## src/rtl/multicycle_decoder.sv

```systemverilog
// Main control FSM for the multicycle ARM datapath: sequences each instruction
// and drives the write requests, mux selects and ALU operation per state.
module multicycle_decoder (
  input  logic       clk,
  input  logic       rst,
  input  logic [1:0] Op,
  input  logic [5:0] Funct,
  input  logic [3:0] Rd,
  output logic       PCS,
  output logic       NextPC,
  output logic       RegW,
  output logic       MemW,
  output logic [1:0] FlagW,
  output logic       IRWrite,
  output logic       AdrSrc,
  output logic [1:0] ResultSrc,
  output logic       ALUSrcA,
  output logic [1:0] ALUSrcB,
  output logic [1:0] ALUControl,
  output logic [1:0] ImmSrc,
  output logic [1:0] RegSrc,
  output logic [3:0] State
);

  typedef enum logic [3:0] {
    FETCH  = 4'd0,
    DECODE = 4'd1,
    MEMADR = 4'd2,
    MEMRD  = 4'd3,
    MEMWB  = 4'd4,
    MEMWR  = 4'd5,
    EXECR  = 4'd6,
    EXECI  = 4'd7,
    ALUWB  = 4'd8,
    BRANCH = 4'd9
  } state_t;

  state_t     state_q;
  state_t     state_d;
  state_t     dec_state;
  logic       irwrite_s;
  logic       nextpc_s;
  logic       regw_s;
  logic       memw_s;
  logic       branch_s;
  logic       aluop_s;
  logic [1:0] alu_ctl;
  logic [1:0] flagw_s;

  always_ff @(posedge clk) begin
    if (!rst) state_q <= FETCH;
    else      state_q <= state_d;
  end

  always_comb begin
    state_d = FETCH;
    case (state_q)
      FETCH:  state_d = DECODE;
      DECODE: begin
        case (Op)
          2'b00:   state_d = Funct[5] ? EXECI : EXECR;
          2'b01:   state_d = MEMADR;
          2'b10:   state_d = BRANCH;
          default: state_d = FETCH;
        endcase
      end
      MEMADR:  state_d = Funct[0] ? MEMRD : MEMWR;
      MEMRD:   state_d = MEMWB;
      EXECR:   state_d = ALUWB;
      EXECI:   state_d = ALUWB;
      default: state_d = FETCH;
    endcase
  end

  // While in reset the selects present the FETCH decode, whatever state was interrupted.
  assign dec_state = rst ? state_q : FETCH;

  always_comb begin
    irwrite_s = 1'b0;
    nextpc_s  = 1'b0;
    regw_s    = 1'b0;
    memw_s    = 1'b0;
    branch_s  = 1'b0;
    aluop_s   = 1'b0;
    AdrSrc    = 1'b0;
    ResultSrc = 2'b00;
    ALUSrcA   = 1'b0;
    ALUSrcB   = 2'b00;
    case (dec_state)
      FETCH: begin
        irwrite_s = 1'b1;
        nextpc_s  = 1'b1;
        ALUSrcA   = 1'b1;
        ALUSrcB   = 2'b10;
        ResultSrc = 2'b10;
      end
      DECODE: begin
        ALUSrcA   = 1'b1;
        ALUSrcB   = 2'b10;
        ResultSrc = 2'b10;
      end
      MEMADR: ALUSrcB = 2'b01;
      MEMRD:  AdrSrc  = 1'b1;
      MEMWB: begin
        ResultSrc = 2'b01;
        regw_s    = 1'b1;
      end
      MEMWR: begin
        AdrSrc = 1'b1;
        memw_s = 1'b1;
      end
      EXECR:  aluop_s = 1'b1;
      EXECI: begin
        ALUSrcB = 2'b01;
        aluop_s = 1'b1;
      end
      ALUWB:  regw_s = 1'b1;
      BRANCH: begin
        ALUSrcB   = 2'b01;
        ResultSrc = 2'b10;
        branch_s  = 1'b1;
      end
      default: ;
    endcase
  end

  // Only ADD and SUB produce meaningful carry/overflow, so FlagW[0] is masked for logic ops.
  always_comb begin
    alu_ctl = 2'b00;
    flagw_s = 2'b00;
    if (aluop_s) begin
      case (Funct[4:1])
        4'b0100: alu_ctl = 2'b00;
        4'b0010: alu_ctl = 2'b01;
        4'b0000: alu_ctl = 2'b10;
        4'b1100: alu_ctl = 2'b11;
        default: alu_ctl = 2'b00;
      endcase
      flagw_s = {Funct[0], Funct[0] & ~alu_ctl[1]};
    end
  end

  assign ALUControl = alu_ctl;
  assign FlagW      = rst ? flagw_s : 2'b00;
  assign IRWrite    = rst & irwrite_s;
  assign NextPC     = rst & nextpc_s;
  assign RegW       = rst & regw_s;
  assign MemW       = rst & memw_s;
  assign PCS        = rst & (branch_s | (regw_s & (Rd == 4'd15)));
  assign ImmSrc     = Op;
  assign RegSrc     = {Op == 2'b01, Op == 2'b10};
  assign State      = state_q;

endmodule

```

## config.mk

```make
export PLATFORM = sky130hd
export DESIGN_NAME = multicycle_decoder
export DESIGN_NICKNAME = d
export VERILOG_FILES = /design/src/rtl/multicycle_decoder.sv
export SDC_FILE = /design/constraint.sdc
export NUM_CORES = 1
export LEC_CHECK = 0
export BUFFER_PORTS_ARGS = -buffer_cell sky130_fd_sc_hd__buf_2
export CAP_MARGIN = 15
export CORE_UTILIZATION = 33
export CTS_CLUSTER_SIZE = 14
export DETAILED_ROUTE_END_ITERATION = 16
export PLACE_DENSITY = 0.73
export SYNTH_ARGS = -nofsm -noshare
export SYNTH_HDL_FRONTEND = slang
export SYNTH_SLANG_ARGS = --single-unit
```

## constraint.sdc

```tcl
create_clock -name clk -period 1 [get_ports clk]
set_clock_uncertainty 0.15 [all_clocks]
set_input_delay 0.05 -clock clk [delete_from_list [all_inputs] [get_ports clk]]
set_output_delay 0.05 -clock clk [all_outputs]
set_load 0.005 [all_outputs]
```

==> results of run 1 <==
## critical path, cell delays in order, from the launching register on
cell      delay (ps)
dfxtp_4          410
nand2b_4         170
nor2_2            40
o31a_1           270
buf_2            130
## area by class of cell
| class | count | area, um^2 |
|---|---|---|
| Sequential cell | 4 | 95.09 |
| Clock buffer | 3 | 22.52 |
| Tap cell | 14 | 17.52 |
| Multi-Input combinational cell | 48 | 436.7 |
| Timing Repair Buffer | 56 | 372.9 |
| Fill cell | 75 | 215.2 |
| Inverter | 3 | 11.26 |
## per-layer routing
metal	part of all wire	global-route usage
met5	0	0
met1	0.38	0.2902
met4	0.032	0.1897
met2	0.52	0.4542
met3	0.060	0.04624
## synth_stat cells, drive strengths merged
master	instances	share of area
a2111oi	1	0.034
a21oi	3	0.034
a32oi	1	0.020
a41oi	1	0.020
and3	1	0.014
and3b	1	0.020
buf	7	0.11
dfxtp	4	0.18
inv	3	0.025
nand2	2	0.017
nand2b	4	0.056
nand3	2	0.023
nand3b	1	0.017
nor2	8	0.068
nor2b	4	0.062
nor3	7	0.090
nor4b	2	0.054
o211ai	1	0.017
o21a	1	0.017
o21ai	4	0.045
o31a	1	0.020
or2	1	0.014
xor2	2	0.040
## power breakdown
group / internal [uW] / switching [uW]
Sequential: 170 / 31.6
Clock: 135 / 73.9
Combinational: 201 / 167
## how the worst min path moves through the flow
| stage | end |
|---|---|
| 5_1_grt | State[0] |
| 3_3_place_gp | ImmSrc[0] |
| 2_1_floorplan | RegSrc[0] |
| 4_1_cts | State[0] |
| 6_report | State[0] |
| 3_5_place_dp | ALUControl[0] |
## through the flow
step	worst slack [ps]	setup TNS (ps)	util	hold slack (ps)
2_1_floorplan	-131.3	-993.3	-	-19.77
3_3_place_gp	-210.8	-2811	0.6026	181.4
3_5_place_dp	-244.3	-3280	0.6026	194.8
4_1_cts	-442.8	-6681	0.7425	-2.261
5_1_grt	-505.4	-8333	0.8162	15.60
6_report	-459.5	-7304	0.8162	3.877
## cell families after synthesis
| logic type | synth area share |
|---|---|
| AO/OA/AOI/OAI | 0.2062 |
| XOR/XNOR | 0.03956 |
| buffers and inverters | 0.1384 |
| flip-flops | 0.1808 |
| AND/OR/NAND/NOR | 0.4351 |
## repair_timing
action                                 in CTS  in global routing
resized for setup                          22                 15
setup endpoints to repair                  22                 22
cloned                                      0                  0
hold buffers                                1                  0
endpoints found under the hold margin       2                  0
pin swaps                                   7                  7
buffers inserted                            5                  4
==> summary.txt, run 1 <==
Worst setup path
  – Critical Path Sink: ALUSrcB[0]
  – Crit path capture type: primary output
  – FF-to-FF Start: State[2]
  – CP Max Fanout: 8
  – R2R cell count: 5
  – Worst Path Required: 800 ps
  – Setup CP Type: flip-flop to primary output
  – Worst setup startpoint: State[2]
  – Critical Path Start Type: flip-flop
  – Reg2reg end: State[3]
  – CP arrival: ~1300 ps
  – R2r setup slk: -270 ps

STA
  – Final setup fails: 21
  – RSZ-0062 raised after global routing: true
  – Fmax: 685.2 MHz
  – Rel. slew slack: 0.8149
  – Pins over their slew limit: 0
  – Final Hold Violating Endpoints: 0
  – Fin crit share: 1.459
  – Min Tclk post-route: approximately 1500 ps
  – Setup ws final: -459.5 ps
  – Actual slew at the worst max-slew pin: 275.5 ps

Floorplanning
  – Die Ht: ~39 um
  – Core Area: 1171 um^2
  – Initial Util: 0.3782
  – Die Width: slightly below 40 um
  – I/O Pins: 37
  – Row cnt: 12
  – Die area: around 1500 um^2

GRT
  – Antenna violations before repair: 0
  – Vias in the first global route: roughly 610
  – Largest net degree at the start of global routing: 9
  – Total global routing overflow: 0
  – Overall Global Routing Usage: 0.2659
  – First-pass GRT wire length: 2622 um

Min path
  – Hold path start: Funct[5]
  – Hold Crit Depth: 3
  – Worst hold path class: input pin to flip-flop

Detailed routing
  – DRC viols: 0
  – ANT nets after route: 0
  – Vias post-DR: about 670
  – Drt initial violations: 5
  – DR vias/cell: 5.227
  – Average routed wire per standard cell: 13.77 um
  – DRT Pass-1 Iters: 4
  – Detailed Route WL: 1762 um

Layout
  – Non-filler cells, final: approximately 130
  – Final Cell Area: approximately 960 um^2
  – Nets: 130
  – Most frequent cells in the layout: 35 x buf_2, 11 x buf_4, 8 x buf_6, 5 x nor2_1
  – Max reg flops: 4
  – Share of cells above drive strength 1: 0.7368
  – Number of antenna diodes: 0
  – P&R area growth vs syn: 115.8%
  – Leading cell type in the layout, fill and taps excluded: buf_2

Clock tree
  – CTS Buf Count: 3
  – H-tree lvl count: 1
  – CTS max path bufs: 2
  – Reg clk slew, reported paths: roughly 40 ps
  – Root Buffer: clkbuf_4
  – CTS Sinks: 4
  – Worst skew pair latency: approximately 240 ps
  – TritonCTS clock tree: yes

Place
  – GPL Wtd Cong: 0.7692
  – IO buf count: 36
  – Cell Area, Placed: between 700 and 800 um^2
  – Dpl cells: between 100 and 150
  – HPWL after DPL: 1048 um

Synth
  – Synth Register Bits: 4
  – Syn_area_per_cell: slightly above 7 um^2
  – Post-synthesis cell area: 442.9 um^2
  – Cells after Synth: 62
  – Synth warn: 0
  – Count of cell types in the netlist: 28
  – Post-Syn Nets: 76
  – Seq/Total Area, Yosys: 0.1808

Job
  – MaxCap Viol Count: 0

Outcome
  – Status: complete, but fails checks
  – Violated checks: setup timing

Power
  – Total power: around 800 uW
  – Worst vdd ir: about 0.70 mV
  – Leak: 0.0004560 uW
  – Pwr/cell area: around 800 nW/um^2
Power figures use the tool's default switching activity.
==> run 2: changes to the inputs <==
--- a/config.mk
+++ b/config.mk
@@ -8,8 +8,9 @@
 export BUFFER_PORTS_ARGS = -buffer_cell sky130_fd_sc_hd__buf_2
 export CAP_MARGIN = 15
-export CORE_UTILIZATION = 33
+export CORE_AREA = 2 2 39 41
 export CTS_CLUSTER_SIZE = 14
 export DETAILED_ROUTE_END_ITERATION = 16
-export PLACE_DENSITY = 0.73
+export DIE_AREA = 0 0 41 43
+export PLACE_DENSITY = 0.71
 export SYNTH_ARGS = -nofsm -noshare
 export SYNTH_HDL_FRONTEND = slang
==> constraint.sdc (replaced) <==
create_clock -name clk -period 1.35 [get_ports clk]
set_clock_uncertainty 0.15 [all_clocks]
set_input_delay 0.0675 -clock clk [delete_from_list [all_inputs] [get_ports clk]]
set_output_delay 0.0675 -clock clk [all_outputs]
set_load 0.02 [all_outputs]
==> run 2 against run 1 <==
  * The flow still finishes with violations (setup timing)
  * Combinational power fell by 9.2%
  * Utilization shrank 5.6 points
  * Power down 19%
==> summary.txt, run 2 (synthesis gave the netlist of run 1 again) <==
Place
  – Cell Area, Placed: 747.0 um^2 (was 705.7 um^2)
  – GPL Wtd Cong: 0.8054 (was 0.7692)
  – HPWL after DPL: 1066 um (was 1048 um)
  – IO buf count: 36 (unchanged)
  – Dpl cells: 115 (was 116)

Layout
  – Nets: 130 (unchanged)
  – P&R area growth vs syn: 137.6% (was 115.8%)
  – Share of cells above drive strength 1: 0.7368 (unchanged)
  – Max reg flops: 4 (unchanged)
  – Final Cell Area: 1052 um^2 (was 955.9 um^2)
  – Leading cell type in the layout, fill and taps excluded: buf_2 (unchanged)
  – Number of antenna diodes: 0 (unchanged)
  – Non-filler cells, final: 130 (was 128)
  – Most frequent cells in the layout: 21 x buf_2, 18 x buf_6, 17 x buf_4, 5 x nor2_1 (was 35 x buf_2, 11 x buf_4, 8 x buf_6, 5 x nor2_1)

Floorplanning
  – Die area: 1763 um^2 (was 1493 um^2)
  – Die Ht: 43 um (was 38.64 um)
  – I/O Pins: 37 (unchanged)
  – Core Area: 1384 um^2 (was 1171 um^2)
  – Row cnt: 14 (was 12)
  – Initial Util: 0.3201 (was 0.3782)
  – Die Width: 41 um (was 38.64 um)

STA
  – Fmax: between 600 and 700 MHz
  – Final Hold Violating Endpoints: 0 (unchanged)
  – RSZ-0062 raised after global routing: true (unchanged)
  – Actual slew at the worst max-slew pin: 325.1 ps (was 275.5 ps)
  – Final setup fails: 15 (was 21)
  – Min Tclk post-route: ~1600 ps
  – Fin crit share: 1.164
  – Rel. slew slack: 0.7804 (was 0.8149)
  – Setup ws final: -220.8 ps (was -459.5 ps)
  – Pins over their slew limit: 0 (unchanged)

Worst setup path
  – CP Max Fanout: 6 (was 8)
  – Setup CP Type: flip-flop to primary output (unchanged)
  – Kind of cell adding the most delay to the critical path: flip-flops (unchanged)
  – Slowest-stage cell, CP: dfxtp_4 (unchanged)
  – Worst setup startpoint: State[3] (was State[2])
  – Critical-path cell list: nand2b_4, a2111oi_4, buf_4 (was nand2b_4, nor2_2, o31a_1, buf_2)
  – R2r setup slk: 60 ps (was -270 ps)
  – Largest stage delay on the critical path: 370 ps (was 410 ps)
  – Worst Path Required: 1130 ps (was 800 ps)
  – Critical Path Start Type: flip-flop (unchanged)
  – FF-to-FF Start: State[1] (was State[2])
  – Worst path bufs/invs: 1 (unchanged)
  – Crit path capture type: primary output (unchanged)
  – CP arrival: 1350 ps (was 1260 ps)

GRT
  – Total global routing overflow: 0 (unchanged)
  – Vias in the first global route: 710 (was 612)
  – Antenna violations before repair: 0 (unchanged)
  – First-pass GRT wire length: 2904 um (was 2622 um)
  – Largest net degree at the start of global routing: 15 (was 9)
  – Overall Global Routing Usage: 0.2452 (was 0.2659)

Detailed routing
  – Vias post-DR: 670 (was 669)
  – DRT Pass-1 Iters: 4 (unchanged)
  – Average routed wire per standard cell: 14.45 um (was 13.77 um)
  – DRC viols: 0 (unchanged)
  – Drt initial violations: 8 (was 5)
  – Detailed Route WL: 1879 um (was 1762 um)
  – DR vias/cell: 5.154 (was 5.227)
  – ANT nets after route: 0 (unchanged)

Clock tree
  – CTS Sinks: 4 (unchanged)
  – CTS max path bufs: 2 (unchanged)
  – Post-CTS Hold Buffers: 0 (was 1)
  – CTS Buf Count: 3 (unchanged)
  – TritonCTS clock tree: yes (unchanged)
  – Worst skew pair latency: 230 ps (was 240 ps)
  – Root Buffer: clkbuf_4 (unchanged)
  – Reg clk slew, reported paths: 40 ps (about the same)
  – H-tree lvl count: 1 (unchanged)

Power
  – Leak: 0.0004769 uW (was 0.0004560 uW)
  – Pwr/cell area: 601.1 nW/um^2 (was 813.9 nW/um^2)
  – Worst vdd ir: 0.3923 mV (was 0.6996 mV)

Min path
  – Hold path start: Funct[5] (unchanged)
  – Worst hold path class: input pin to flip-flop (unchanged)

Outcome
  – Status: complete, but fails checks (unchanged)
  – Violated checks: setup timing (unchanged)

Job
  – MaxCap Viol Count: 0 (unchanged)
run 2: cell count changes in the layout (fill, tap and decap cells not counted), moves of 2 or more:
| cell | change |
|---|---|
| buf_2 | -14 |
| buf_6 | +10 |
| buf_4 | +6 |
| a21oi_1 | +2 |
| a21oi_2 | -2 |
| nor3_2 | -2 |
| nor3_4 | +2 |
| nor4b_2 | -2 |
| nor4b_4 | +2 |
run 2: area by class of cell:
class                   instances  area, um^2
multi-input cells              48       467.9
repair buffers                 56       435.4
fillers                        99       331.6
flip-flops and latches          4       95.09
clock buffers                   3       22.52
well taps                      16       20.02
inverters                       3       11.26
run 2: power breakdown:
| part | switching (uW) | internal, uW |
|---|---|---|
| combinational | 169 | 164 |
| clock | 49.7 | 99.5 |
| sequential | 23.8 | 126 |
| total | 243 | 390 |
run 2: final timing paths:
| kind | end | cells past startpoint |
|---|---|---|
| setup / recovery | RegW | 3 |
| hold / removal | State[0] | 3 |
| setup reg to reg | State[0] | 5 |
| hold reg to reg | State[3] | 2 |
run 2: timing repair:
action | CTS | global route
gates resized for setup | 44 | 10
endpoints found under the setup margin | 15 | 15
pin swaps | 7 | 5
setup buffers | 9 | 3
run 2: per-stage QoR:
stage | TNS, ps | total power, uW | hold slack [ps] | setup slack, ps | util
3_5_place_dp | 0 | 387.3 | 258.7 | 23.10 | 0.5398
3_3_place_gp | 0 | 381.5 | 238.4 | 56.85 | 0.5398
2_1_floorplan | 0 | 313.1 | 19.88 | 5.188 | -
5_1_grt | -2304 | 672.5 | 33.89 | -269.2 | 0.7604
4_1_cts | -1122 | 607.4 | 14.06 | -148.3 | 0.7206
6_report | -1441 | 632.6 | 14.74 | -220.8 | 0.7604
run 2: worst min-delay path, stage by stage:
cell	delay [ps]
buf_2	80
o211ai_1	70
a21oi_1	140
run 2: routing by layer:
layer / vias up / track usage / wire, um
met2: 28 / 0.3969 / 1094
li1: 320 / - / -
met4: 0 / 0.2267 / 63
met3: 6 / 0.08901 / 82
met5: - / 0 / 0
met1: 316 / 0.2129 / 638
